==> src/rtl/epu_layer_seq.sv <==
// Layer sequencer: walks a descriptor list in SRAM, starts one layer engine
// per descriptor, waits for its finish, clears it and flips the ping-pong
// activation buffer when asked. Watchdog, list-length and engine-id errors
// park the sequencer with a sticky error code.
module epu_layer_seq #(
    parameter int N_ENG       = 4,
    parameter int MAX_LAYERS  = 64,
    parameter int TIMEOUT_CYC = 1 << 20
) (
    input  logic             clk,
    input  logic             rstn,
    input  logic             cmd_start_i,
    input  logic [9:0]       cmd_base_i,
    input  logic             abort_i,
    output logic             desc_cs_o,
    output logic [9:0]       desc_addr_o,
    input  logic [31:0]      desc_rdata_i,
    output logic [N_ENG-1:0] eng_start_o,
    input  logic [N_ENG-1:0] eng_finish_i,
    output logic [N_ENG-1:0] eng_clr_o,
    output logic             buf_sel_o,
    output logic             busy_o,
    output logic             done_o,
    output logic             err_o,
    output logic [1:0]       err_code_o,
    output logic [6:0]       layer_cnt_o
);

    localparam int              WD_W     = $clog2(TIMEOUT_CYC) + 1;
    localparam logic [WD_W-1:0] WD_LIM   = WD_W'(TIMEOUT_CYC - 1);
    localparam logic [6:0]      MAX_L    = 7'(MAX_LAYERS);
    localparam logic [2:0]      N_ENG_L  = 3'(N_ENG);

    typedef enum logic [2:0] {
        S_IDLE, S_FETCH, S_DECODE, S_ISSUE, S_WAIT, S_NEXT, S_DONE, S_ERR
    } state_t;

    state_t          state_q, state_d;
    logic [9:0]      ptr_q, ptr_d;
    logic [WD_W-1:0] wd_q, wd_d;
    logic [6:0]      cnt_q, cnt_d;
    logic            buf_q, buf_d;
    logic            err_q, err_d;
    logic [1:0]      code_q, code_d;
    logic            clr_all_q, clr_all_d;
    logic            dec_first_q;

    // descriptor fields, captured once per layer
    logic [1:0]      id_q;
    logic            last_q;
    logic            swap_q;

    logic            dec_first;
    logic [1:0]      cur_id;
    logic [3:0]      fin_ext;
    logic [3:0]      oh_id;
    logic            unused_bits;

    // On the first DECODE cycle the fields are still only on the SRAM bus.
    assign dec_first   = (state_q == S_DECODE) && dec_first_q;
    assign cur_id      = dec_first ? desc_rdata_i[1:0] : id_q;
    assign oh_id       = 4'b0001 << id_q;
    assign unused_bits = ^{desc_rdata_i[31:4], oh_id};

    // Widen finish to the 2-bit id space so out-of-range ids read as 0.
    always_comb begin
        fin_ext = '0;
        fin_ext[N_ENG-1:0] = eng_finish_i;
    end

    // Control registers, cleared asynchronously.
    always_ff @(posedge clk or negedge rstn) begin
        if (!rstn) begin
            state_q     <= S_IDLE;
            ptr_q       <= '0;
            wd_q        <= '0;
            cnt_q       <= '0;
            buf_q       <= 1'b0;
            err_q       <= 1'b0;
            code_q      <= '0;
            clr_all_q   <= 1'b0;
            dec_first_q <= 1'b0;
        end else begin
            state_q     <= state_d;
            ptr_q       <= ptr_d;
            wd_q        <= wd_d;
            cnt_q       <= cnt_d;
            buf_q       <= buf_d;
            err_q       <= err_d;
            code_q      <= code_d;
            clr_all_q   <= clr_all_d;
            dec_first_q <= (state_q == S_FETCH);
        end
    end

    // Latch descriptor fields on the first DECODE cycle only.
    always_ff @(posedge clk) begin
        if (dec_first) begin
            id_q   <= desc_rdata_i[1:0];
            last_q <= desc_rdata_i[2];
            swap_q <= desc_rdata_i[3];
        end
    end

    // Next-state logic; abort wins over every other transition.
    always_comb begin
        state_d   = state_q;
        ptr_d     = ptr_q;
        wd_d      = wd_q;
        cnt_d     = cnt_q;
        buf_d     = buf_q;
        err_d     = err_q;
        code_d    = code_q;
        clr_all_d = 1'b0;
        case (state_q)
            S_IDLE: begin
                if (cmd_start_i) begin
                    ptr_d   = cmd_base_i;
                    cnt_d   = '0;
                    err_d   = 1'b0;
                    code_d  = 2'd0;
                    buf_d   = 1'b0;
                    state_d = S_FETCH;
                end
            end
            S_FETCH: state_d = S_DECODE;
            S_DECODE: begin
                if ({1'b0, cur_id} >= N_ENG_L) begin
                    err_d   = 1'b1;
                    code_d  = 2'd1;
                    state_d = S_ERR;
                end else if (!fin_ext[cur_id]) begin
                    state_d = S_ISSUE;
                end
            end
            S_ISSUE: begin
                wd_d    = '0;
                state_d = S_WAIT;
            end
            S_WAIT: begin
                wd_d = wd_q + WD_W'(1);
                if (fin_ext[id_q]) begin
                    state_d = S_NEXT;
                end else if (wd_d == WD_LIM) begin
                    err_d   = 1'b1;
                    code_d  = 2'd3;
                    state_d = S_ERR;
                end
            end
            S_NEXT: begin
                cnt_d = cnt_q + 7'd1;
                if (swap_q) begin
                    buf_d = ~buf_q;
                end
                if (last_q) begin
                    state_d = S_DONE;
                end else if (cnt_d == MAX_L) begin
                    err_d   = 1'b1;
                    code_d  = 2'd2;
                    state_d = S_ERR;
                end else begin
                    ptr_d   = ptr_q + 10'd1;
                    state_d = S_FETCH;
                end
            end
            S_DONE:  state_d = S_IDLE;
            S_ERR:   state_d = S_IDLE;
            default: state_d = S_IDLE;
        endcase
        if (abort_i && (state_q != S_IDLE)) begin
            state_d   = S_IDLE;
            ptr_d     = ptr_q;
            wd_d      = wd_q;
            cnt_d     = cnt_q;
            buf_d     = buf_q;
            err_d     = err_q;
            code_d    = code_q;
            // ERR already pulses the full clear on its own cycle
            clr_all_d = (state_q != S_ERR);
        end
    end

    // Output decodes of the registered state.
    always_comb begin
        desc_cs_o   = (state_q == S_FETCH);
        desc_addr_o = (state_q == S_FETCH) ? ptr_q : '0;
        eng_start_o = (state_q == S_ISSUE) ? oh_id[N_ENG-1:0] : '0;
        if ((state_q == S_ERR) || clr_all_q) begin
            eng_clr_o = '1;
        end else if (state_q == S_NEXT) begin
            eng_clr_o = oh_id[N_ENG-1:0];
        end else begin
            eng_clr_o = '0;
        end
        busy_o      = (state_q != S_IDLE);
        done_o      = (state_q == S_DONE);
        buf_sel_o   = buf_q;
        err_o       = err_q;
        err_code_o  = code_q;
        layer_cnt_o = cnt_q;
    end

endmodule

==> config.mk <==
export PLATFORM = sky130hd
export DESIGN_NAME = epu_layer_seq
export DESIGN_NICKNAME = d
export VERILOG_FILES = /design/src/rtl/epu_layer_seq.sv
export SDC_FILE = /design/constraint.sdc
export NUM_CORES = 1
export LEC_CHECK = 0
export ABC_AREA = 1
export CORE_MARGIN = 5
export CORE_UTILIZATION = 40
export DETAILED_ROUTE_END_ITERATION = 12
export HOLD_SLACK_MARGIN = 0.1
export PLACE_DENSITY = 0.69
export SYNTH_ARGS = -nofsm -noshare
export SYNTH_HDL_FRONTEND = slang
export SYNTH_SLANG_ARGS = --single-unit
==> constraint.sdc <==
create_clock -name clk -period 1.5 [get_ports clk]
set_input_delay 0.15 -clock clk [delete_from_list [all_inputs] [get_ports clk]]
set_output_delay 0.15 -clock clk [all_outputs]
set_load 0.05 [all_outputs]
==> results of run 1 <==
[final timing paths]
kind	startpoint	to	slack, ns	cells past startpoint
setup / recovery	wd_q[1]	state_q[0]	-0.59	14
hold / removal	rstn	wd_q[7]	0.34	3
setup reg to reg	wd_q[1]	state_q[0]	-0.59	14
hold reg to reg	wd_q[18]	wd_q[18]	0.59	2
max in group asynchronous	rstn	state_q[1]	0.90	3
min in group clk	desc_rdata_i[3]	swap_q	0.38	1
[state kept, by name (all words and copies together) (netlist names), 2 cells and up]
| name | count |
|---|---|
| id_q | 2 |
| layer_cnt_o | 7 |
| ptr_q | 10 |
| state_q | 3 |
| wd_q | 21 |
[layout make-up]
type / count / area, µm² / area share, %
Multi-Input combinational cell: 386 / 2570 / 40.0
Timing Repair Buffer: 196 / 2080 / 32.3
Clock inverter: 3 / 45.0 / 0.700
Sequential cell: 50 / 1260 / 19.6
Clock buffer: 5 / 68.8 / 1.07
Tap cell: 105 / 131 / 2.04
Inverter: 68 / 278 / 4.32
[through the flow]
step	utilization (%)	hold WS (ns)	instances	total power, W	worst slack [ns]
after floorplan	-	-0.146	513	0.00618	-0.281
after global placement	62.5	0.156	755	0.00897	-0.306
after detailed placement	62.5	0.157	755	0.00913	-0.356
after CTS	72.9	0.360	799	0.0113	-0.407
after global routing	77.5	0.372	813	0.0132	-0.711
final	77.5	0.337	813	0.0127	-0.591
[cell usage in the layout, fill, tap and decap left out, types with 4 or more instances in the layout]
| cell | count |
|---|---|
| sky130_fd_sc_hd__o21ai_1 | 14 |
| sky130_fd_sc_hd__nand3_2 | 7 |
| sky130_fd_sc_hd__nand2_4 | 11 |
| sky130_fd_sc_hd__buf_4 | 105 |
| sky130_fd_sc_hd__inv_2 | 9 |
| sky130_fd_sc_hd__buf_12 | 28 |
| sky130_fd_sc_hd__buf_6 | 37 |
| sky130_fd_sc_hd__nor2_1 | 39 |
| sky130_fd_sc_hd__nor2_4 | 31 |
| sky130_fd_sc_hd__o21ai_0 | 10 |
| sky130_fd_sc_hd__o22ai_2 | 14 |
| sky130_fd_sc_hd__o21ai_2 | 7 |
| sky130_fd_sc_hd__clkbuf_8 | 5 |
| sky130_fd_sc_hd__nor2_2 | 6 |
| sky130_fd_sc_hd__xor2_2 | 4 |
| sky130_fd_sc_hd__nor3_4 | 4 |
| sky130_fd_sc_hd__nand4_1 | 10 |
| sky130_fd_sc_hd__inv_1 | 53 |
| sky130_fd_sc_hd__dfrtp_2 | 8 |
| sky130_fd_sc_hd__nand2_2 | 16 |
| sky130_fd_sc_hd__clkdlybuf4s50_1 | 20 |
| sky130_fd_sc_hd__nand2_1 | 133 |
| sky130_fd_sc_hd__dfrtp_1 | 38 |
| sky130_fd_sc_hd__nand3_1 | 36 |
| sky130_fd_sc_hd__a21oi_1 | 6 |
[cell families after synthesis]
group,synth area share (%)
compound gates,11.9
xor+xnor,1.53
fa+ha+maj,1.46
buf+inv,9.38
flops,36.5
mux,0.292
simple gates,38.9
[cell usage after synthesis (7+ instances only)]
cell type,count
sky130_fd_sc_hd__nand2_1,156
sky130_fd_sc_hd__nor2_1,63
sky130_fd_sc_hd__inv_1,60
sky130_fd_sc_hd__dfrtp_1,46
sky130_fd_sc_hd__nand3_1,45
sky130_fd_sc_hd__o21ai_0,20
sky130_fd_sc_hd__o22ai_1,17
sky130_fd_sc_hd__o21ai_1,11
sky130_fd_sc_hd__nand4_1,10
sky130_fd_sc_hd__a21oi_1,8
sky130_fd_sc_hd__inv_2,8
sky130_fd_sc_hd__nor3_1,7
[power breakdown]
part           internal, W  switching [W]
clock             0.000498       0.000531
combinational      0.00403        0.00511
sequential         0.00190       0.000603
total              0.00643        0.00624
[critical path: cells and delay by family (launching register included)]
kind | cells | cell delay [ns]
buffers and inverters | 2 | 0.27
DFF | 1 | 0.44
and+or+nand+nor | 12 | 1.28
[routing by layer]
| layer | up-vias | global-route usage (%) | share of wire, % |
|---|---|---|---|
| met5 | - | 0 | 0 |
| li1 | 2058 | - | - |
| met4 | 0 | 12.4 | 7.4 |
| met2 | 296 | 46.7 | 50 |
| met3 | 120 | 5.35 | 7.8 |
| met1 | 2164 | 29.6 | 35 |
[timing repair]
action	in CTS	in global routing
setup buffers	30	22
setup endpoints to repair	56	65
pin swaps	38	46
hold buffers	1	0
gates cloned	6	0
gates resized for setup	106	69
endpoints found under the hold margin	46	0
==> insert_results.sql, run 1 <==
INSERT INTO impl_metrics (metric_group, metric, value, unit) VALUES
('place', 'place_congestion', '0.923', ''),
('place', 'io_buffer_count', '53', ''),
('sta', 'maxClockFrequency', '0.478', 'GHz'),
('status', 'status', 'finished, violations left', ''),
('cts', 'clkSlewWorstSetupHoldPaths', '0.11', 'ns'),
('grt', 'globalRouteTotalUtil', '26.1', '%'),
('power', 'total_power_density_per_cell_area', '1970', 'mW/mm²'),
('grt', 'global_route.overflow_total', '0', ''),
('hold_path', 'timing.hold.worst.class', 'primary input to asynchronous set/reset pin', ''),
('worst_setup_path', 'cp-start-kind', 'register', ''),
('sta', 'clock_skew', '0.00933', 'ns'),
('cts', 'tritoncts', 'built', ''),
('synthesis', 'synth.cell_area', '0.00343', 'mm²'),
('synthesis', 'synth.lib_cells_used.distinct', '40', ''),
('sta', 'totalNegativeSetupSlack', '-22.00', 'ns'),
('worst_setup_path', 'slowest_stage', 'sky130_fd_sc_hd__dfrtp_1', ''),
('cells_and_area', 'area_growth_syn_to_layout', '87.6', '%'),
('die', 'initial_core_util', '41.3', '%'),
('worst_setup_path', 'path_max_fanout', '4', ''),
('cts', 'numCtsBuffers', '5', ''),
('die', 'die_width', '103', 'µm'),
('synthesis', 'synth-main-ff-cell', 'sky130_fd_sc_hd__dfrtp_1', ''),
('synthesis', 'synthCells', '513', ''),
('status', 'violated_checks', 'negative setup slack', ''),
('sta', 'slew_viol_final', '0', ''),
('cells_and_area', 'post_route_cells_drive_above_1_share', '46.5', '%'),
('routing', 'final_antenna_net_count', '0', ''),
('grt', 'wire_length_of_the_first_global_routing_pass', '21400', 'µm'),
('synthesis', 'post_synth.cell_area_avg', '6.68', 'µm²'),
('cells_and_area', 'num-nets-final', '761', ''),
('synthesis', 'ys_seq_area_share', '36.5', '%'),
('sta', 'max-slew-margin-rel', '62.4', '%'),
('synthesis', 'synth_top_cell_by_area', 'sky130_fd_sc_hd__dfrtp_1', ''),
('cts', 'cts-root-to-sink-buffers', '2', ''),
('cells_and_area', 'finalInstanceArea', '0.00643', 'mm²'),
('die', 'row_count', '33', ''),
('sta', 'finalCritPeriodShare', '139', '%'),
('synthesis', 'postSynthNetCount', '567', ''),
('worst_setup_path', 'dominant_cell_type_by_count_on_the_critical_path', 'sky130_fd_sc_hd__nand2_1', ''),
('routing', 'vias_per_cell', '5.70', ''),
('routing', 'drt_first_pass_iters', '5', ''),
('die', 'die_area', '0.0105', 'mm²'),
('sta', 'max_slew.worst_pin.slew', '0.560', 'ns'),
('place', 'detailed_place_hpwl', '8110', 'µm'),
('routing', 'detailedRoute.firstIterationViolations', '441', ''),
('grt', 'grt_max_degree', '47', ''),
('cts', 'clock_latency_of_the_later_clocked_register_in_the_worst_skew_pair', '0.32', 'ns'),
('worst_setup_path', 'ordered_cell_list_for_the_critical_path', 'buf_6 -> nand2_2 -> nor2_4 -> buf_6 -> nand3_1 -> nand2_1 -> nand2_1 -> nor2_4 -> nand2_1 -> nor2_1 -> nand3_1 -> nand2_1 -> nand2_1 -> nor2_1', ''),
('cts', 'clk_root_buffer_cell', 'sky130_fd_sc_hd__clkbuf_8', ''),
('synthesis', 'synth_async_sr_flop_share', '92.0', '%'),
('power', 'p_leak', '2.89', 'nW'),
('worst_setup_path', 'crit_required', '1.74', 'ns'),
('synthesis', 'synth_seq_cells', '50', ''),
('sta', 'period_minus_slack', '2.09', 'ns'),
('die', 'chipHeight', '103', 'µm'),
('grt', 'grt_pass1_vias', '4552', ''),
('die', 'top_level_port_count', '82', ''),
('run', 'timing.max_cap.violations', '0', ''),
('sta', 'final-setup-viol-count', '65', ''),
('synthesis', 'number_of_enable_type_register_cells_in_the_synthesized_netlist', '2', ''),
('routing', 'post-route-drc-count', '0', ''),
('worst_setup_path', 'setup.worst_path.end_class', 'register', ''),
('place', 'placed_area', '0.00519', 'mm²'),
('cells_and_area', 'antenna_cells_inserted', '0', ''),
('synthesis', 'yosysWarnings', '0', ''),
('die', 'core_area', '0.00830', 'mm²'),
('cts', 'htreeDepth', '2', ''),
('worst_setup_path', 'cpPeakStageDelay', '0.44', 'ns'),
('cts', 'cts.sink_count', '50', ''),
('sta', 'finalWorstSetupSlack', '-0.591', 'ns'),
('grt', 'number_of_antenna_violations_at_the_first_check_in_global_routing', '0', '');
(Power assumes the default switching activity.)
==> run 2: changes to the inputs <==
--- a/config.mk
+++ b/config.mk
@@ -10,6 +10,7 @@
 export CORE_UTILIZATION = 40
 export DETAILED_ROUTE_END_ITERATION = 12
 export HOLD_SLACK_MARGIN = 0.1
+export MAX_ROUTING_LAYER = met4
 export PLACE_DENSITY = 0.69
 export SYNTH_ARGS = -nofsm -noshare
 export SYNTH_HDL_FRONTEND = slang
==> insert_results.sql, run 2 (synthesized netlist as in run 1, its figures left out) <==
INSERT INTO impl_metrics (metric_group, metric, value, unit) VALUES
('status', 'status', 'finished, violations left', ''),
('status', 'violated_checks', 'negative setup slack', ''),
('worst_setup_path', 'cpPeakStageDelay', '0.42', 'ns'),
('worst_setup_path', 'setup.worst_path.end_class', 'register', ''),
('cells_and_area', 'final_util', '75.4', '%'),
('grt', 'global_route.overflow_total', '0', ''),
('power', 'power.share.combinational', '72.5', '%'),
('power', 'p_leak', '2.78', 'nW'),
('cells_and_area', 'antenna_cells_inserted', '0', ''),
('sta', 'slew_viol_final', '0', ''),
('cells_and_area', 'num-nets-final', '745', ''),
('cts', 'numCtsBuffers', '5', ''),
('die', 'row_count', '33', ''),
('worst_setup_path', 'cp-endpoint', 'state_q[0]', ''),
('cells_and_area', 'max_flop_register', 'wd_q', ''),
('grt', 'number_of_antenna_violations_at_the_first_check_in_global_routing', '0', ''),
('routing', 'detailedRoute.firstIterationViolations', '203', ''),
('cts', 'cts-root-to-sink-buffers', '2', ''),
('worst_setup_path', 'r2r_start', 'wd_q[1]', ''),
('cells_and_area', 'area_growth_syn_to_layout', '82.6', '%'),
('worst_setup_path', 'worst-r2r-cell-count', '13', ''),
('routing', 'post-route-drc-count', '0', ''),
('sta', 'maxClockFrequency', '0.509', 'GHz'),
('worst_setup_path', 'ordered_cell_list_for_the_critical_path', 'ha_4 -> nand2_2 -> nor2_4 -> nand3b_1 -> nor2_1 -> nand2_1 -> nand2_1 -> nand2_2 -> nor2_2 -> nand3_1 -> nand2_2 -> nand2_1 -> nor2_2', ''),
('cts', 'tritoncts', 'built', ''),
('power', 'power.switching_fraction', '48.5', '%'),
('die', 'die_area', '0.0105', 'mm²'),
('power', 'ir_drop', '0.00195', 'V'),
('sta', 'unrepaired_setup_endpoints_after_global_routing', 'true', ''),
('cells_and_area', 'post_route_cells_drive_above_1_share', '44.9', '%'),
('grt', 'wire_length_of_the_first_global_routing_pass', '20400', 'µm'),
('cts', 'htreeDepth', '2', ''),
('routing', 'vias', '4346', ''),
('power', 'power.internal', '0.00625', 'W'),
('routing', 'drt_first_pass_iters', '5', ''),
('sta', 'max_slew.worst_pin.slew', '0.453', 'ns'),
('sta', 'clock_skew', '0.00802', 'ns'),
('cts', 'clk_root_buffer_cell', 'sky130_fd_sc_hd__clkbuf_8', ''),
('power', 'power.total', '0.0121', 'W'),
('worst_setup_path', 'path_max_fanout', '6', ''),
('cells_and_area', 'register_area', '0.00126', 'mm²'),
('power', 'power_frac_seq', '20.6', '%'),
('sta', 'final-setup-viol-count', '64', ''),
('routing', 'vias_per_cell', '5.45', ''),
('place', 'detailed_place_hpwl', '8440', 'µm'),
('power', 'total_power_density_per_cell_area', '1940', 'mW/mm²'),
('sta', 'finalWorstSetupSlack', '-0.463', 'ns'),
('sta', 'finalCritPeriodShare', '131', '%'),
('power', 'switchingPower', '0.00587', 'W'),
('power', 'clockPowerShare', '6.9', '%'),
('sta', 'period_minus_slack', '1.96', 'ns'),
('worst_setup_path', 'slowest_stage', 'sky130_fd_sc_hd__dfrtp_1', ''),
('grt', 'globalRouteTotalUtil', '25.2', '%'),
('die', 'die_width', '103', 'µm'),
('routing', 'routed_wirelength', '13400', 'µm'),
('worst_setup_path', 'crit_required', '1.75', 'ns'),
('cells_and_area', 'largest_register_ffs', '21', ''),
('grt', 'grt_pass1_vias', '4438', ''),
('worst_setup_path', 'timing.critical_path.arrival', '2.21', 'ns'),
('routing', 'wire_per_inst', '16.9', 'µm'),
('hold_path', 'timing.hold.worst.class', 'primary input to asynchronous set/reset pin', ''),
('die', 'top_level_port_count', '82', ''),
('grt', 'grt_max_degree', '47', ''),
('cts', 'clock_latency_of_the_later_clocked_register_in_the_worst_skew_pair', '0.31', 'ns'),
('cells_and_area', 'fillers', '527', ''),
('place', 'io_buffer_count', '53', ''),
('cells_and_area', 'mostFrequentLayoutCell', 'sky130_fd_sc_hd__nand2_1', ''),
('die', 'initial_core_util', '41.3', '%'),
('die', 'core_area', '0.00830', 'mm²'),
('cells_and_area', 'leading_cell_types_in_the_layout_fill_and_taps_excluded', 'sky130_fd_sc_hd__nand2_1, sky130_fd_sc_hd__buf_4, sky130_fd_sc_hd__inv_1', ''),
('routing', 'final_antenna_net_count', '0', ''),
('worst_setup_path', 'cp-start-kind', 'register', ''),
('cts', 'clkSlewWorstSetupHoldPaths', '0.10', 'ns'),
('cts', 'cts.sink_count', '50', ''),
('place', 'place_congestion', '0.900', ''),
('sta', 'hold_violations', '0', ''),
('worst_setup_path', 'reg2reg_setup_slack', '-0.46', 'ns'),
('worst_setup_path', 'criticalPathCategory', 'register to register', ''),
('worst_setup_path', 'rr_endpoint', 'state_q[0]', ''),
('worst_setup_path', 'cp-startpoint', 'wd_q[1]', ''),
('die', 'chipHeight', '103', 'µm'),
('run', 'timing.max_cap.violations', '0', ''),
('cells_and_area', 'multi_input_comb_area', '0.00255', 'mm²'),
('sta', 'max-slew-margin-rel', '69.5', '%');
[run 2: cell count changes in the layout (fill, tap and decap cells not counted), sizes merged]
cell / change
buf: -17
bufinv: -1
clkbuf: +1
clkinv: +1
clkinvlp: -1
inv: +1
[run 2: worst min-delay path by stage]
stage	cells after the start	to	startpoint	slack (ns)
4_1_cts	3	wd_q[7]	rstn	0.35
2_1_floorplan	0	buf_sel_o	rstn	-0.15
3_3_place_gp	2	wd_q[7]	rstn	0.16
6_report	3	wd_q[10]	rstn	0.33
3_5_place_dp	2	wd_q[7]	rstn	0.15
5_1_grt	3	wd_q[7]	rstn	0.38
[run 2: power groups by stage]
stage	logic [W]	clock network (W)	registers [W]
after floorplan	0.00372	0	0.00246
after global placement	0.00655	0	0.00239
after detailed placement	0.00673	0	0.00241
after CTS	0.00776	0.000837	0.00242
after global routing	0.00932	0.000883	0.00257
final	0.00879	0.000835	0.00250
[run 2: final cells by class]
class / count / area share (%)
multi-input combinational: 386 / 40.7
timing repair buffer: 180 / 31.2
sequential: 50 / 20.1
inverter: 68 / 4.44
tap: 105 / 2.10
clock buffer: 5 / 1.10
clock inverter: 3 / 0.340
[run 2: critical path: cells and delay by family (launching register included)]
family	cells	cell delay (ns)
and+or+nand+nor	12	1.30
DFF	1	0.42
adders and majority gates	1	0.18
[run 2: timing repair]
item	in CTS	in global routing
gates cloned	6	1
pin swaps	30	41
setup buffers	13	24
hold buffers	1	0
resized for setup	95	74
endpoints found under the setup margin	57	65
endpoints found under the hold margin	46	0
[run 2: metrics by stage]
stage	worst slack, ns	instance area (µm²)	TNS [ns]	hold slack (ns)	instances
5_1_grt	-0.624	6260	-18.94	0.376	797
3_3_place_gp	-0.278	5160	-4.30	0.155	751
6_report	-0.463	6260	-14.47	0.332	797
3_5_place_dp	-0.370	5160	-7.44	0.155	751
4_1_cts	-0.324	5800	-9.67	0.353	777
2_1_floorplan	-0.281	3660	-8.15	-0.146	513
[run 2: routing by layer]
layer | vias to the layer above | global-route usage [%] | wire length, µm
met5 | - | - | 0
met2 | 184 | 44.5 | 7150
met3 | 45 | 5.48 | 829
met4 | 0 | 9.59 | 395
met1 | 2093 | 27.6 | 5060
li1 | 2024 | - | -
==> run 3: changes to the inputs <==
--- a/config.mk
+++ b/config.mk
@@ -9,6 +9,7 @@
 export CORE_MARGIN = 5
 export CORE_UTILIZATION = 40
 export DETAILED_ROUTE_END_ITERATION = 12
+export GPL_ROUTABILITY_DRIVEN = 0
 export HOLD_SLACK_MARGIN = 0.1
 export MAX_ROUTING_LAYER = met4
 export PLACE_DENSITY = 0.69
==> insert_results.sql, run 3 (synthesized netlist as in run 1, its figures left out) <==
INSERT INTO impl_metrics (metric_group, metric, value, unit) VALUES
('status', 'status', 'finished, violations left', ''),
('status', 'violated_checks', 'negative setup slack', ''),
('routing', 'final_antenna_net_count', '0', ''),
('worst_setup_path', 'cp-start-kind', 'register', ''),
('grt', 'globalRouteTotalUtil', '26.5', '%'),
('routing', 'vias_per_cell', '5.65', ''),
('power', 'power_frac_seq', '19.6', '%'),
('cells_and_area', 'area_growth_syn_to_layout', '82.5', '%'),
('place', 'dpl_worst_slack', '-0.369', 'ns'),
('sta', 'maxClockFrequency', '0.506', 'GHz'),
('sta', 'clock_skew', '0.0172', 'ns'),
('cells_and_area', 'post_route_cells_drive_above_1_share', '46.3', '%'),
('sta', 'finalCritPeriodShare', '132', '%'),
('cts', 'clk_root_buffer_cell', 'sky130_fd_sc_hd__clkbuf_8', ''),
('place', 'placed_area', '0.00517', 'mm²'),
('sta', 'hold_violations', '0', ''),
('routing', 'post-route-drc-count', '0', ''),
('power', 'clockPowerShare', '8.1', '%'),
('sta', 'slew_viol_final', '0', ''),
('power', 'total_power_density_per_cell_area', '1990', 'mW/mm²'),
('hold_path', 'timing.hold.worst.class', 'primary input to asynchronous set/reset pin', ''),
('cts', 'tritoncts', 'built', ''),
('sta', 'final-setup-viol-count', '65', ''),
('cells_and_area', 'fillers', '479', ''),
('sta', 'fin_hold_ws', '0.339', 'ns'),
('worst_setup_path', 'path_max_fanout', '3', ''),
('power', 'power.internal', '0.00645', 'W'),
('cts', 'cts-root-to-sink-buffers', '2', ''),
('power', 'p_leak', '2.81', 'nW'),
('grt', 'global_route.overflow_total', '0', ''),
('die', 'initial_core_util', '41.3', '%'),
('grt', 'grt_pass1_vias', '4613', ''),
('worst_setup_path', 'criticalPathCategory', 'register to register', ''),
('sta', 'period_minus_slack', '1.98', 'ns'),
('cells_and_area', 'num-nets-final', '751', ''),
('die', 'die_area', '0.0105', 'mm²'),
('grt', 'number_of_antenna_violations_at_the_first_check_in_global_routing', '0', ''),
('sta', 'totalNegativeSetupSlack', '-16.23', 'ns'),
('power', 'ir_drop', '0.00179', 'V'),
('grt', 'grt_max_degree', '47', ''),
('cells_and_area', 'register_area', '0.00126', 'mm²'),
('die', 'row_count', '33', ''),
('sta', 'finalWorstSetupSlack', '-0.476', 'ns'),
('place', 'io_buffer_count', '53', ''),
('routing', 'vias', '4535', ''),
('cells_and_area', 'largest_register_ffs', '21', ''),
('routing', 'drt_first_pass_iters', '5', ''),
('power', 'power.switching_fraction', '48.2', '%'),
('cells_and_area', 'finalInstanceArea', '0.00626', 'mm²'),
('sta', 'max_slew.worst_pin.slew', '0.482', 'ns'),
('worst_setup_path', 'setup.worst_path.end_class', 'register', ''),
('cells_and_area', 'multi_input_comb_area', '0.00252', 'mm²'),
('power', 'switchingPower', '0.00600', 'W'),
('routing', 'routed_wirelength', '14600', 'µm'),
('cells_and_area', 'mostFrequentLayoutCell', 'sky130_fd_sc_hd__nand2_1', ''),
('worst_setup_path', 'crit_required', '1.75', 'ns'),
('routing', 'wire_per_inst', '18.2', 'µm'),
('cts', 'htreeDepth', '2', ''),
('cells_and_area', 'max_flop_register', 'wd_q', ''),
('run', 'timing.max_cap.violations', '0', ''),
('grt', 'wire_length_of_the_first_global_routing_pass', '21300', 'µm'),
('routing', 'detailedRoute.firstIterationViolations', '375', ''),
('cts', 'numCtsBuffers', '5', ''),
('cts', 'cts.sink_count', '50', ''),
('die', 'chipHeight', '103', 'µm'),
('die', 'die_width', '103', 'µm'),
('power', 'power.total', '0.0124', 'W'),
('worst_setup_path', 'timing.critical_path.arrival', '2.22', 'ns'),
('cts', 'clock_latency_of_the_later_clocked_register_in_the_worst_skew_pair', '0.32', 'ns'),
('sta', 'max-slew-margin-rel', '67.6', '%'),
('sta', 'unrepaired_setup_endpoints_after_global_routing', 'true', ''),
('power', 'power.share.combinational', '72.2', '%'),
('die', 'core_area', '0.00830', 'mm²'),
('cts', 'clkSlewWorstSetupHoldPaths', '0.11', 'ns'),
('die', 'top_level_port_count', '82', ''),
('place', 'detailed_place_hpwl', '8290', 'µm'),
('cells_and_area', 'antenna_cells_inserted', '0', ''),
('cells_and_area', 'leading_cell_types_in_the_layout_fill_and_taps_excluded', 'sky130_fd_sc_hd__nand2_1, sky130_fd_sc_hd__buf_4, sky130_fd_sc_hd__inv_1', '');
run 3: changes by cell type in the layout (fill, tap and decap cells not counted), moves of 4 or more:
cell                      before  now
sky130_fd_sc_hd__buf_4        93  102
sky130_fd_sc_hd__nand2_2      16   22
sky130_fd_sc_hd__nor2_1       40   32
sky130_fd_sc_hd__nor2_2        6   14
sky130_fd_sc_hd__o22ai_2      14    8
sky130_fd_sc_hd__nand2_1     131  127
sky130_fd_sc_hd__o22ai_1       2    9
run 3: layout make-up:
cell class / instances / share of cell area, %
Multi-Input combinational cell: 385 / 40.2
Timing Repair Buffer: 187 / 31.5
Sequential cell: 50 / 20.1
Inverter: 68 / 4.32
Tap cell: 105 / 2.10
Clock buffer: 6 / 1.16
Clock inverter: 2 / 0.600
run 3: path summary, 6_finish.rpt:
check                                 from              to  slack [ns]  depth (start not counted)
min                                   rstn         wd_q[4]        0.34                          3
max in group asynchronous             rstn  layer_cnt_o[2]        0.89                          3
max                                wd_q[0]   err_code_o[0]       -0.48                         13
min reg2reg                       wd_q[18]        wd_q[18]        0.59                          2
max reg2reg                        wd_q[0]   err_code_o[0]       -0.48                         13
min in group clk           desc_rdata_i[2]          last_q        0.39                          1
run 3: critical path, cell delays in order (launching register included):
cell	delay, ns
sky130_fd_sc_hd__dfrtp_1	0.42
sky130_fd_sc_hd__ha_4	0.18
sky130_fd_sc_hd__nand3_1	0.18
sky130_fd_sc_hd__nand2_1	0.13
sky130_fd_sc_hd__nand2_1	0.10
sky130_fd_sc_hd__inv_1	0.08
sky130_fd_sc_hd__nand3_1	0.10
sky130_fd_sc_hd__inv_1	0.10
sky130_fd_sc_hd__nand2_1	0.08
sky130_fd_sc_hd__nor2_2	0.09
sky130_fd_sc_hd__nand3_2	0.10
sky130_fd_sc_hd__nor2_4	0.13
sky130_fd_sc_hd__nand2_2	0.08
sky130_fd_sc_hd__a21oi_2	0.12
run 3: metal layers:
layer	part of all wire, %	global-route usage [%]
met2	49	44.8
met4	5.6	12.3
met5	0	-
met3	7.1	5.01
met1	38	30.2
run 3: what timing repair did:
action	CTS	global route
endpoints found under the setup margin	59	67
pin swaps	36	28
gates cloned	5	0
endpoints found under the hold margin	46	0
hold buffers	1	0
buffers inserted	29	9
gates resized for setup	101	63
run 3: metrics by stage:
step / instances / utilization [%]
2_1_floorplan: 513 / -
3_3_place_gp: 754 / 62.2
3_5_place_dp: 754 / 62.2
4_1_cts: 796 / 71.9
5_1_grt: 803 / 75.4
6_report: 803 / 75.4
run 3: power groups by stage:
stage                     Sequential [W]  Clock (W)  Combinational [W]
final                            0.00244    0.00101            0.00899
after global placement           0.00235          0            0.00663
after global routing             0.00251    0.00105            0.00947
after floorplan                  0.00246          0            0.00372
after CTS                        0.00237   0.000999            0.00817
after detailed placement         0.00238          0            0.00679
